`config.mk`:
```
export PLATFORM = sky130hd
export DESIGN_NAME = fp_align_pipe_flat
export DESIGN_NICKNAME = d
export VERILOG_FILES = /design/src/rtl/fp_align_if.sv /design/src/rtl/fp_align_pipe.sv /design/src/flat_wrapper.sv
export SDC_FILE = /design/constraint.sdc
export NUM_CORES = 1
export LEC_CHECK = 0
export CAP_MARGIN = 20
export CORE_MARGIN = 5
export CORE_UTILIZATION = 45
export DETAILED_ROUTE_END_ITERATION = 12
export HOLD_SLACK_MARGIN = 0.15
export PLACE_DENSITY = 0.66
export SLEW_MARGIN = 20
export SYNTH_ARGS = -nofsm -noshare
export SYNTH_HDL_FRONTEND = slang
export SYNTH_SLANG_ARGS = --single-unit
```
`constraint.sdc`:
```
create_clock -name clk -period 5 [get_ports clk]
set_input_delay 0.5 -clock clk [delete_from_list [all_inputs] [get_ports clk]]
set_output_delay 0.5 -clock clk [all_outputs]
set_load 0.005 [all_outputs]
```
`src/rtl/fp_align_if.sv`:
```
// Operand-pair / aligned-result bundle between operand capture, the alignment
// pipe and the mantissa add/subtract stage.
interface fp_align_if #(
  parameter int EXP_W  = 8,
  parameter int MANT_W = 23
);
  localparam int AW = MANT_W + 4;

  logic              in_valid;
  logic              in_ready;
  logic              a_sign;
  logic              b_sign;
  logic [EXP_W-1:0]  a_exp;
  logic [EXP_W-1:0]  b_exp;
  logic [MANT_W-1:0] a_mant;
  logic [MANT_W-1:0] b_mant;

  logic              out_valid;
  logic              out_ready;
  logic [EXP_W-1:0]  out_exp;
  logic [AW-1:0]     out_big_mant;
  logic [AW-1:0]     out_little_mant;
  logic              out_big_sign;
  logic              out_little_sign;
  logic              out_swap;
  logic              out_eff_sub;
  logic              out_special;

  modport master (
    output in_valid, a_sign, b_sign, a_exp, b_exp, a_mant, b_mant, out_ready,
    input  in_ready, out_valid, out_exp, out_big_mant, out_little_mant,
           out_big_sign, out_little_sign, out_swap, out_eff_sub, out_special
  );

  modport slave (
    input  in_valid, a_sign, b_sign, a_exp, b_exp, a_mant, b_mant, out_ready,
    output in_ready, out_valid, out_exp, out_big_mant, out_little_mant,
           out_big_sign, out_little_sign, out_swap, out_eff_sub, out_special
  );
endinterface

```
`src/rtl/fp_align_pipe.sv`:
```
// Two-stage FP operand alignment: order operands by magnitude, then shift the
// smaller mantissa to the larger exponent with guard/round/sticky collection.
module fp_align_pipe #(
  parameter int EXP_W  = 8,
  parameter int MANT_W = 23
) (
  input  logic      clk,
  input  logic      rst,
  fp_align_if.slave bus
);
  localparam int AW = MANT_W + 4;
  localparam int KW = EXP_W + MANT_W;

  typedef struct packed {
    logic              big_sign;
    logic              little_sign;
    logic              swap;
    logic              special;
    logic [EXP_W-1:0]  big_exp;
    logic [EXP_W-1:0]  d;
    logic              big_hid;
    logic              little_hid;
    logic [MANT_W-1:0] big_mant;
    logic [MANT_W-1:0] little_mant;
  } s1_t;

  typedef struct packed {
    logic              big_sign;
    logic              little_sign;
    logic              swap;
    logic              eff_sub;
    logic              special;
    logic [EXP_W-1:0]  exp;
    logic [AW-1:0]     big_mant;
    logic [AW-1:0]     little_mant;
  } out_t;

  // Denormals share the exponent of the smallest normal.
  function automatic logic [EXP_W-1:0] eff_exp(input logic [EXP_W-1:0] e);
    return (e == '0) ? EXP_W'(1) : e;
  endfunction

  // Right shift that folds every discarded bit into bit 0 (sticky).
  function automatic logic [AW-1:0] shift_sticky(input logic [AW-1:0]    x,
                                                 input logic [EXP_W-1:0] d);
    logic [AW-1:0] lost_mask;
    logic [AW-1:0] r;
    lost_mask = '0;
    r         = '0;
    if (32'(d) >= 32'(AW)) begin
      r = {{(AW-1){1'b0}}, |x};
    end else begin
      lost_mask = ~({AW{1'b1}} << d);
      r         = x >> d;
      r[0]      = r[0] | (|(x & lost_mask));
    end
    return r;
  endfunction

  logic             vld_p1_q, vld_p1_d;
  s1_t              s1_q, s1_d;
  logic             out_valid_q, out_valid_d;
  out_t             out_q, out_d;

  logic             s1_load;
  logic             s2_load;
  logic [KW-1:0]    key_a;
  logic [KW-1:0]    key_b;
  logic             b_big;
  logic [EXP_W-1:0] big_raw_exp;
  logic [EXP_W-1:0] little_raw_exp;
  s1_t              s1_in;
  out_t             s2_res;

  // Handshake: a stage may load when it is empty or its successor is draining.
  always_comb begin
    s2_load = !out_valid_q || bus.out_ready;
    s1_load = !vld_p1_q || s2_load;
  end

  assign bus.in_ready = s1_load;

  // ---- stage 1: magnitude compare and swap ----
  always_comb begin
    key_a          = {bus.a_exp, bus.a_mant};
    key_b          = {bus.b_exp, bus.b_mant};
    b_big          = key_b > key_a;
    s1_in          = '0;
    big_raw_exp    = bus.a_exp;
    little_raw_exp = bus.b_exp;
    if (b_big) begin
      big_raw_exp       = bus.b_exp;
      little_raw_exp    = bus.a_exp;
      s1_in.big_sign    = bus.b_sign;
      s1_in.little_sign = bus.a_sign;
      s1_in.big_mant    = bus.b_mant;
      s1_in.little_mant = bus.a_mant;
    end else begin
      s1_in.big_sign    = bus.a_sign;
      s1_in.little_sign = bus.b_sign;
      s1_in.big_mant    = bus.a_mant;
      s1_in.little_mant = bus.b_mant;
    end
    s1_in.swap       = b_big;
    s1_in.special    = (&bus.a_exp) || (&bus.b_exp);
    s1_in.big_hid    = big_raw_exp != '0;
    s1_in.little_hid = little_raw_exp != '0;
    s1_in.big_exp    = eff_exp(big_raw_exp);
    s1_in.d          = eff_exp(big_raw_exp) - eff_exp(little_raw_exp);
  end

  // ---- stage 2: align little mantissa ----
  always_comb begin
    s2_res             = '0;
    s2_res.big_sign    = s1_q.big_sign;
    s2_res.little_sign = s1_q.little_sign;
    s2_res.swap        = s1_q.swap;
    s2_res.eff_sub     = s1_q.big_sign ^ s1_q.little_sign;
    s2_res.special     = s1_q.special;
    s2_res.exp         = s1_q.big_exp;
    s2_res.big_mant    = {s1_q.big_hid, s1_q.big_mant, 3'b000};
    s2_res.little_mant = shift_sticky({s1_q.little_hid, s1_q.little_mant, 3'b000}, s1_q.d);
  end

  always_comb begin
    vld_p1_d    = vld_p1_q;
    s1_d        = s1_q;
    out_valid_d = out_valid_q;
    out_d       = out_q;
    if (s1_load) begin
      vld_p1_d = bus.in_valid;
      if (bus.in_valid) s1_d = s1_in;
    end
    if (s2_load) begin
      out_valid_d = vld_p1_q;
      if (vld_p1_q) out_d = s2_res;
    end
  end

  always_ff @(posedge clk or posedge rst) begin
    if (rst) begin
      vld_p1_q    <= 1'b0;
      s1_q        <= '0;
      out_valid_q <= 1'b0;
      out_q       <= '0;
    end else begin
      vld_p1_q    <= vld_p1_d;
      s1_q        <= s1_d;
      out_valid_q <= out_valid_d;
      out_q       <= out_d;
    end
  end

  // ---- output registers ----
  assign bus.out_valid       = out_valid_q;
  assign bus.out_exp         = out_q.exp;
  assign bus.out_big_mant    = out_q.big_mant;
  assign bus.out_little_mant = out_q.little_mant;
  assign bus.out_big_sign    = out_q.big_sign;
  assign bus.out_little_sign = out_q.little_sign;
  assign bus.out_swap        = out_q.swap;
  assign bus.out_eff_sub     = out_q.eff_sub;
  assign bus.out_special     = out_q.special;

endmodule

```
`src/flat_wrapper.sv`:
```
// flat-port wrapper written by rule: the top's interface ports become plain ports
module fp_align_pipe_flat 
#(
  parameter int EXP_W  = 8,
  parameter int MANT_W = 23
)
  (clk, rst, bus_in_valid, bus_a_sign, bus_b_sign, bus_a_exp, bus_b_exp, bus_a_mant, bus_b_mant, bus_out_ready, bus_in_ready, bus_out_valid, bus_out_exp, bus_out_big_mant, bus_out_little_mant, bus_out_big_sign, bus_out_little_sign, bus_out_swap, bus_out_eff_sub, bus_out_special);
  fp_align_if #(.EXP_W(EXP_W), .MANT_W(MANT_W)) bus_i ();
  input  logic clk;
  input  logic rst;
  input wire logic [$bits(bus_i.in_valid)-1:0] bus_in_valid;
  input wire logic [$bits(bus_i.a_sign)-1:0] bus_a_sign;
  input wire logic [$bits(bus_i.b_sign)-1:0] bus_b_sign;
  input wire logic [$bits(bus_i.a_exp)-1:0] bus_a_exp;
  input wire logic [$bits(bus_i.b_exp)-1:0] bus_b_exp;
  input wire logic [$bits(bus_i.a_mant)-1:0] bus_a_mant;
  input wire logic [$bits(bus_i.b_mant)-1:0] bus_b_mant;
  input wire logic [$bits(bus_i.out_ready)-1:0] bus_out_ready;
  output wire logic [$bits(bus_i.in_ready)-1:0] bus_in_ready;
  output wire logic [$bits(bus_i.out_valid)-1:0] bus_out_valid;
  output wire logic [$bits(bus_i.out_exp)-1:0] bus_out_exp;
  output wire logic [$bits(bus_i.out_big_mant)-1:0] bus_out_big_mant;
  output wire logic [$bits(bus_i.out_little_mant)-1:0] bus_out_little_mant;
  output wire logic [$bits(bus_i.out_big_sign)-1:0] bus_out_big_sign;
  output wire logic [$bits(bus_i.out_little_sign)-1:0] bus_out_little_sign;
  output wire logic [$bits(bus_i.out_swap)-1:0] bus_out_swap;
  output wire logic [$bits(bus_i.out_eff_sub)-1:0] bus_out_eff_sub;
  output wire logic [$bits(bus_i.out_special)-1:0] bus_out_special;
  assign bus_i.in_valid = bus_in_valid;
  assign bus_i.a_sign = bus_a_sign;
  assign bus_i.b_sign = bus_b_sign;
  assign bus_i.a_exp = bus_a_exp;
  assign bus_i.b_exp = bus_b_exp;
  assign bus_i.a_mant = bus_a_mant;
  assign bus_i.b_mant = bus_b_mant;
  assign bus_i.out_ready = bus_out_ready;
  assign bus_in_ready = bus_i.in_ready;
  assign bus_out_valid = bus_i.out_valid;
  assign bus_out_exp = bus_i.out_exp;
  assign bus_out_big_mant = bus_i.out_big_mant;
  assign bus_out_little_mant = bus_i.out_little_mant;
  assign bus_out_big_sign = bus_i.out_big_sign;
  assign bus_out_little_sign = bus_i.out_little_sign;
  assign bus_out_swap = bus_i.out_swap;
  assign bus_out_eff_sub = bus_i.out_eff_sub;
  assign bus_out_special = bus_i.out_special;
  fp_align_pipe #(.EXP_W(EXP_W), .MANT_W(MANT_W)) u_core (.clk(clk), .rst(rst), .bus(bus_i));
endmodule
```
* Word-level counts from Yosys, hierarchy flattened *
Index checks and enable logic that the tools add are counted.

cells by class
  add/subtract/negate cells = 1
  order comparisons = 2
  shift-type cells = 2
  muxes and demuxes = 7
  bitwise logic cells = 4
  reduce and logical (&&, ||, !) cells = 15

operators with widths
  cell                                                 number
  two-way mux 46 bit                                   1
  two-way mux 8 bit                                    4
  greater-than comparator 31 bit                       1
  bitwise AND 27 bit                                   1
  two-way mux 27 bit                                   1
  inverter 27 bit                                      1
  OR reduction 27 bit                                  1
  left shift 27 x 8 -> 27 bit, first input constant    1
  >> shifter 27 x 8 -> 27 bit                          1
  OR reduction 24 bit                                  1
  zero test 8 bit                                      2
  AND reduction 8 bit                                  2
  nonzero test 8 bit                                   2
  >= comparator 8 x 5 -> 1 bit, second input constant  1
  subtractor 8 bit                                     1
  AND reduction 2 bit                                  2
  logical OR 1 bit                                     3
  zero test 1 bit                                      2
  two-way mux 2 bit                                    1
  bitwise OR 1 bit                                     1
  XOR 1 bit                                            1

storage, ports and cells
  flip-flop bits (word level) = 134
  input bits = 68
  output and inout bits = 69
  word-level logic and storage cells = 51

* Depth between registers and ports, before layout *
  depth in word-level cells = 6
  mapped depth = 20
  depth with buffers taken out = 18

* Least setup slack after synthesis *
No wires, ideal clock.

  kind = input -> register
  start point = input bus_a_exp[3]
  end point = register u_core.s1_q[54] in the netlist's numbering
  library setup time = 0.083 ns
  arrival time = 3.644 ns
  data required time = 4.917 ns
  slack = 1.274 ns
  cell stages on the path = 18
  buffers on the path = 1
  cells stage by stage = inv_1 > ha_1 > nand4_1 > nor4_4 > and4_2 > and2_1 > o21bai_2 > buf_6 > mux2_2 > ha_1 > fa_1 > nor2b_1 > o21ai_0 > nand2b_1 > a21o_1 > a21oi_1 > xor2_1 > o21ai_0

between the ends
  longest elaborated chain between the ends = 5
  elaborated cells on any way between the ends = 8
  classes of those cells = add/sub (1); order compare (1); mux (4); reduce/logical (2)

RTL lines
  element                         RTL line              source
  start, declared                 flat_wrapper.sv:14    input wire logic [$bits(bus_i.a_exp)-1:0] bus_a_exp;
  greater-than comparator 31 bit  fp_align_pipe.sv:87   b_big = key_b > key_a;
  two-way mux 8 bit               fp_align_pipe.sv:91   if (b_big) begin
  zero test 8 bit                 fp_align_pipe.sv:40   return (e == '0) ? EXP_W'(1) : e;
  two-way mux 8 bit               fp_align_pipe.sv:40
  subtractor 8 bit (*)            fp_align_pipe.sv:109  s1_in.d = eff_exp(big_raw_exp) - eff_exp(little_raw_exp);
  end signal, assigned            fp_align_pipe.sv:143  s1_q <= '0;
  end signal, assigned            fp_align_pipe.sv:148  s1_q <= s1_d;
  end, declared                   fp_align_pipe.sv:61   s1_t s1_q, s1_d;

Every way passes the cells marked *; elsewhere a longest branch is shown, timed or not.
A chain may end at the register's enable or synchronous reset.

==> metrics.txt <==
Primary FF master, synth dfrtp_1; fin worst setup slack 696.4 ps; Setup WS pre-CTS 344.8 ps; CP Launch Type input pin; clk_lat worst skew 420 ps; complex-gate fraction of the synthesized area 16.90%; mux share of post-synthesis cell area 16.96%; CP max FO 14; placed cell areas 0.009977 sq mm; crit path kind in2reg; vias in the first global route 6934; crit end category flop; largest net degree at the start of global routing 104; grt ovf 0; worst hold path type reg2reg; post-DR vias/cell 5.589; #FFs+latches synth 134; syn avg cell area 9.385 sq um; gr usage total 21.13%; R2R setup slack 2110 ps; Max Slew Vio Count 0; cts bufs inserted 17; clk root buf clkbuf_16; Seq/Total Area, Yosys 39.48%; Fillers 1663; CTS clk-pin slew, worst paths 50 ps; die height 147.4 um; final worst path period need 4304 ps; Max Cap Viol 0; Finish-stage setup viols 0; first-pass GRT wire length 37190 um; pwr dens 420.6 mW/mm^2; Max Freq 0.2324 GHz; VDD IR-drop max 0.2684 mV; Max transition margin 37.99%; Synth Instances 905; WHS 475.2 ps; Design Area, Final 0.01060 sq mm; H-tree levels 4; status complete, no violations; RSZ-0062 raised after global routing false; WL per Instance 17.92 um; Required @ worst endpoint 5300 ps; total wire length 22620 um; setup tns final 0 ps; GP Congestion 0.8922; maximum clock insertion buffer count 2; leakage 4.656 nW; worst slew pin tran 930.1 ps; DR vias 7053; initial antenna violation count 0; clk_skew 9.073 ps; Post-Synth XOR/XNOR Area 0.7219%; CTS tree built; Initial Util 45.56%; mapped cell area 0.008493 sq mm; Pre-Repair DR Iteration Count 5; Port Buf Inserts 133; Synth warnings 0; Die Width 147.4 um; Placeable Area 0.01864 sq mm; initial drt markers 487; layout cells sized above 1 13.23%; Post-CTS Setup Inserts 0; Synth cell types 71; layout net count 1123; number of I/O pins 137; Worst EP arrival 4600 ps; Resized cells post-CTS 0; Rows 50; Inserted Diodes 0; antenna-violating nets left 0; share of flip-flops with an asynchronous set or reset 100.0%; Synth Area in Simple Gates 14.78%; adder-cell share of the synthesized area 5.834%; Power, Total 4.458 mW; DPL Wire Length 16580 um; largest family of logic cells by synthesized area multiplexers; drt drc 0; final hold vios 0; die area 0.02172 sq mm; Tcrit/Tclk final 86.07%; Post-synth EDFFs 0; cts hold-fix bufs 0; P&R area growth vs syn 24.78%; clock net sink count 134
==> cells in the mapped netlist (3+ instances only) <==
library cell | n | area (sq um)
inv_1 | 39 | 146.4
a21oi_1 | 71 | 355.3
mux2i_1 | 43 | 430.4
buf_4 | 9 | 67.56
buf_1 | 3 | 11.26
a22o_1 | 12 | 105.1
nand3_1 | 17 | 85.08
nand2b_1 | 4 | 25.02
ha_1 | 38 | 475.5
o21a_1 | 3 | 22.52
and2_1 | 5 | 31.28
o21ai_0 | 106 | 530.5
clkbuf_1 | 35 | 131.4
nor3_1 | 12 | 60.06
and3_1 | 4 | 25.02
mux4_2 | 18 | 405.4
nand4_1 | 12 | 75.07
xnor2_1 | 3 | 26.28
nand2_1 | 116 | 435.4
xor2_1 | 4 | 35.03
o22ai_1 | 6 | 37.54
mux2_2 | 51 | 574.3
a311oi_1 | 3 | 26.28
nor2_1 | 62 | 232.7
a211oi_1 | 4 | 30.03
o21bai_1 | 3 | 22.52
or3_1 | 7 | 43.79
a21o_1 | 5 | 37.54
nor2b_1 | 6 | 37.54
dfrtp_1 | 134 | 3353
a31oi_1 | 4 | 25.02
nor4_1 | 4 | 25.02
or4_1 | 4 | 30.03
buf_2 | 8 | 40.04
nand3b_1 | 3 | 22.52
==> critical path, cell delays in order <==
cell,delay (ps)
clkdlybuf4s50_1,580
inv_1,90
ha_1,310
nand4_2,170
nor4_4,350
and4_2,280
and2_1,160
o21bai_4,200
buf_4,270
mux2_4,330
ha_1,390
a21oi_1,310
nand2_1,100
a311oi_1,340
or4_1,160
nand3_1,60
==> where the power goes <==
part           internal, mW  total [mW]  switching [mW]
clock                 0.850        1.32           0.467
sequential             1.30        1.52           0.222
combinational         0.777        1.62           0.844
==> per-layer routing <==
metal / vias up / GRT usage, % / part of all wire (%)
li1: 3470 / - / -
met1: 3367 / 29.35 / 47
met2: 177 / 33.32 / 46
met3: 39 / 4.353 / 5.0
met4: 0 / 6.943 / 2.1
met5: - / 0 / 0
==> cells by family after synthesis <==
group / Yosys count
adder cells (fa/ha/maj): 39
other: 1
flip-flops: 134
AND/OR/NAND/NOR: 269
XOR/XNOR: 7
AO/OA/AOI/OAI: 243
buffers and inverters: 98
multiplexers: 114
==> state kept, by name (all words and copies together) (netlist names) <==
register,count
u_core.bus.out_exp,8
u_core.bus.out_special,1
u_core.bus.out_little_sign,1
u_core.bus.out_big_mant,24
u_core.bus.out_big_sign,1
u_core.vld_p1_q,1
u_core.bus.out_valid,1
u_core.bus.out_swap,1
u_core.s1_q,68
u_core.bus.out_little_mant,27
u_core.bus.out_eff_sub,1
==> placed cells by master (no fill, tap or decap), types with 5 or more instances in the layout <==
master           instances
dfrtp_1                134
clkdlybuf4s50_1        133
nand2_1                114
o21ai_0                106
a21oi_1                 71
nor2_1                  62
mux2_2                  51
mux2i_1                 43
inv_1                   38
ha_1                    38
mux4_2                  18
nand3_1                 17
clkbuf_16               17
buf_4                   15
nand4_1                 12
nor3_1                  12
a22o_1                  12
or3_1                    7
o22ai_1                  6
nor2b_1                  6
a21o_1                   5
and2_1                   5
clkbuf_8                 5
==> final timing paths <==
check                                            start                                    endpoint  cells after the start
max                                       bus_a_exp[5]                 u_core.s1_q[55]$_DFFE_PP0P_                     16
min                        u_core.s1_q[47]$_DFFE_PP0P_                 u_core.s1_q[47]$_DFFE_PP0P_                      2
max reg2reg                u_core.s1_q[48]$_DFFE_PP0P_   u_core.bus.out_little_mant[0]$_DFFE_PP0P_                      9
min reg2reg                u_core.s1_q[47]$_DFFE_PP0P_                 u_core.s1_q[47]$_DFFE_PP0P_                      2
max in group asynchronous                          rst  u_core.bus.out_little_mant[16]$_DFFE_PP0P_                      3
min in group asynchronous                          rst  u_core.bus.out_little_mant[19]$_DFFE_PP0P_                      2
==> area by class of cell <==
cell class / instances / area, sq um / area share (%)
well taps: 234 / 292.8 / 2.763
inverters: 39 / 151.4 / 1.429
clock buffers: 25 / 505.5 / 4.770
flip-flops and latches: 134 / 3353 / 31.64
repair buffers: 149 / 1464 / 13.81
multi-input cells: 675 / 4716 / 44.50
clock inverters: 6 / 115.1 / 1.086
==> metrics by stage <==
stage / utilization, % / instances
4_1_cts: 56.85 / 1262
6_report: 56.85 / 1262
2_1_floorplan: - / 907
3_5_place_dp: 53.52 / 1231
3_3_place_gp: 53.41 / 1230
5_1_grt: 56.85 / 1262
Note: power is estimated with default switching activity, not from simulation.
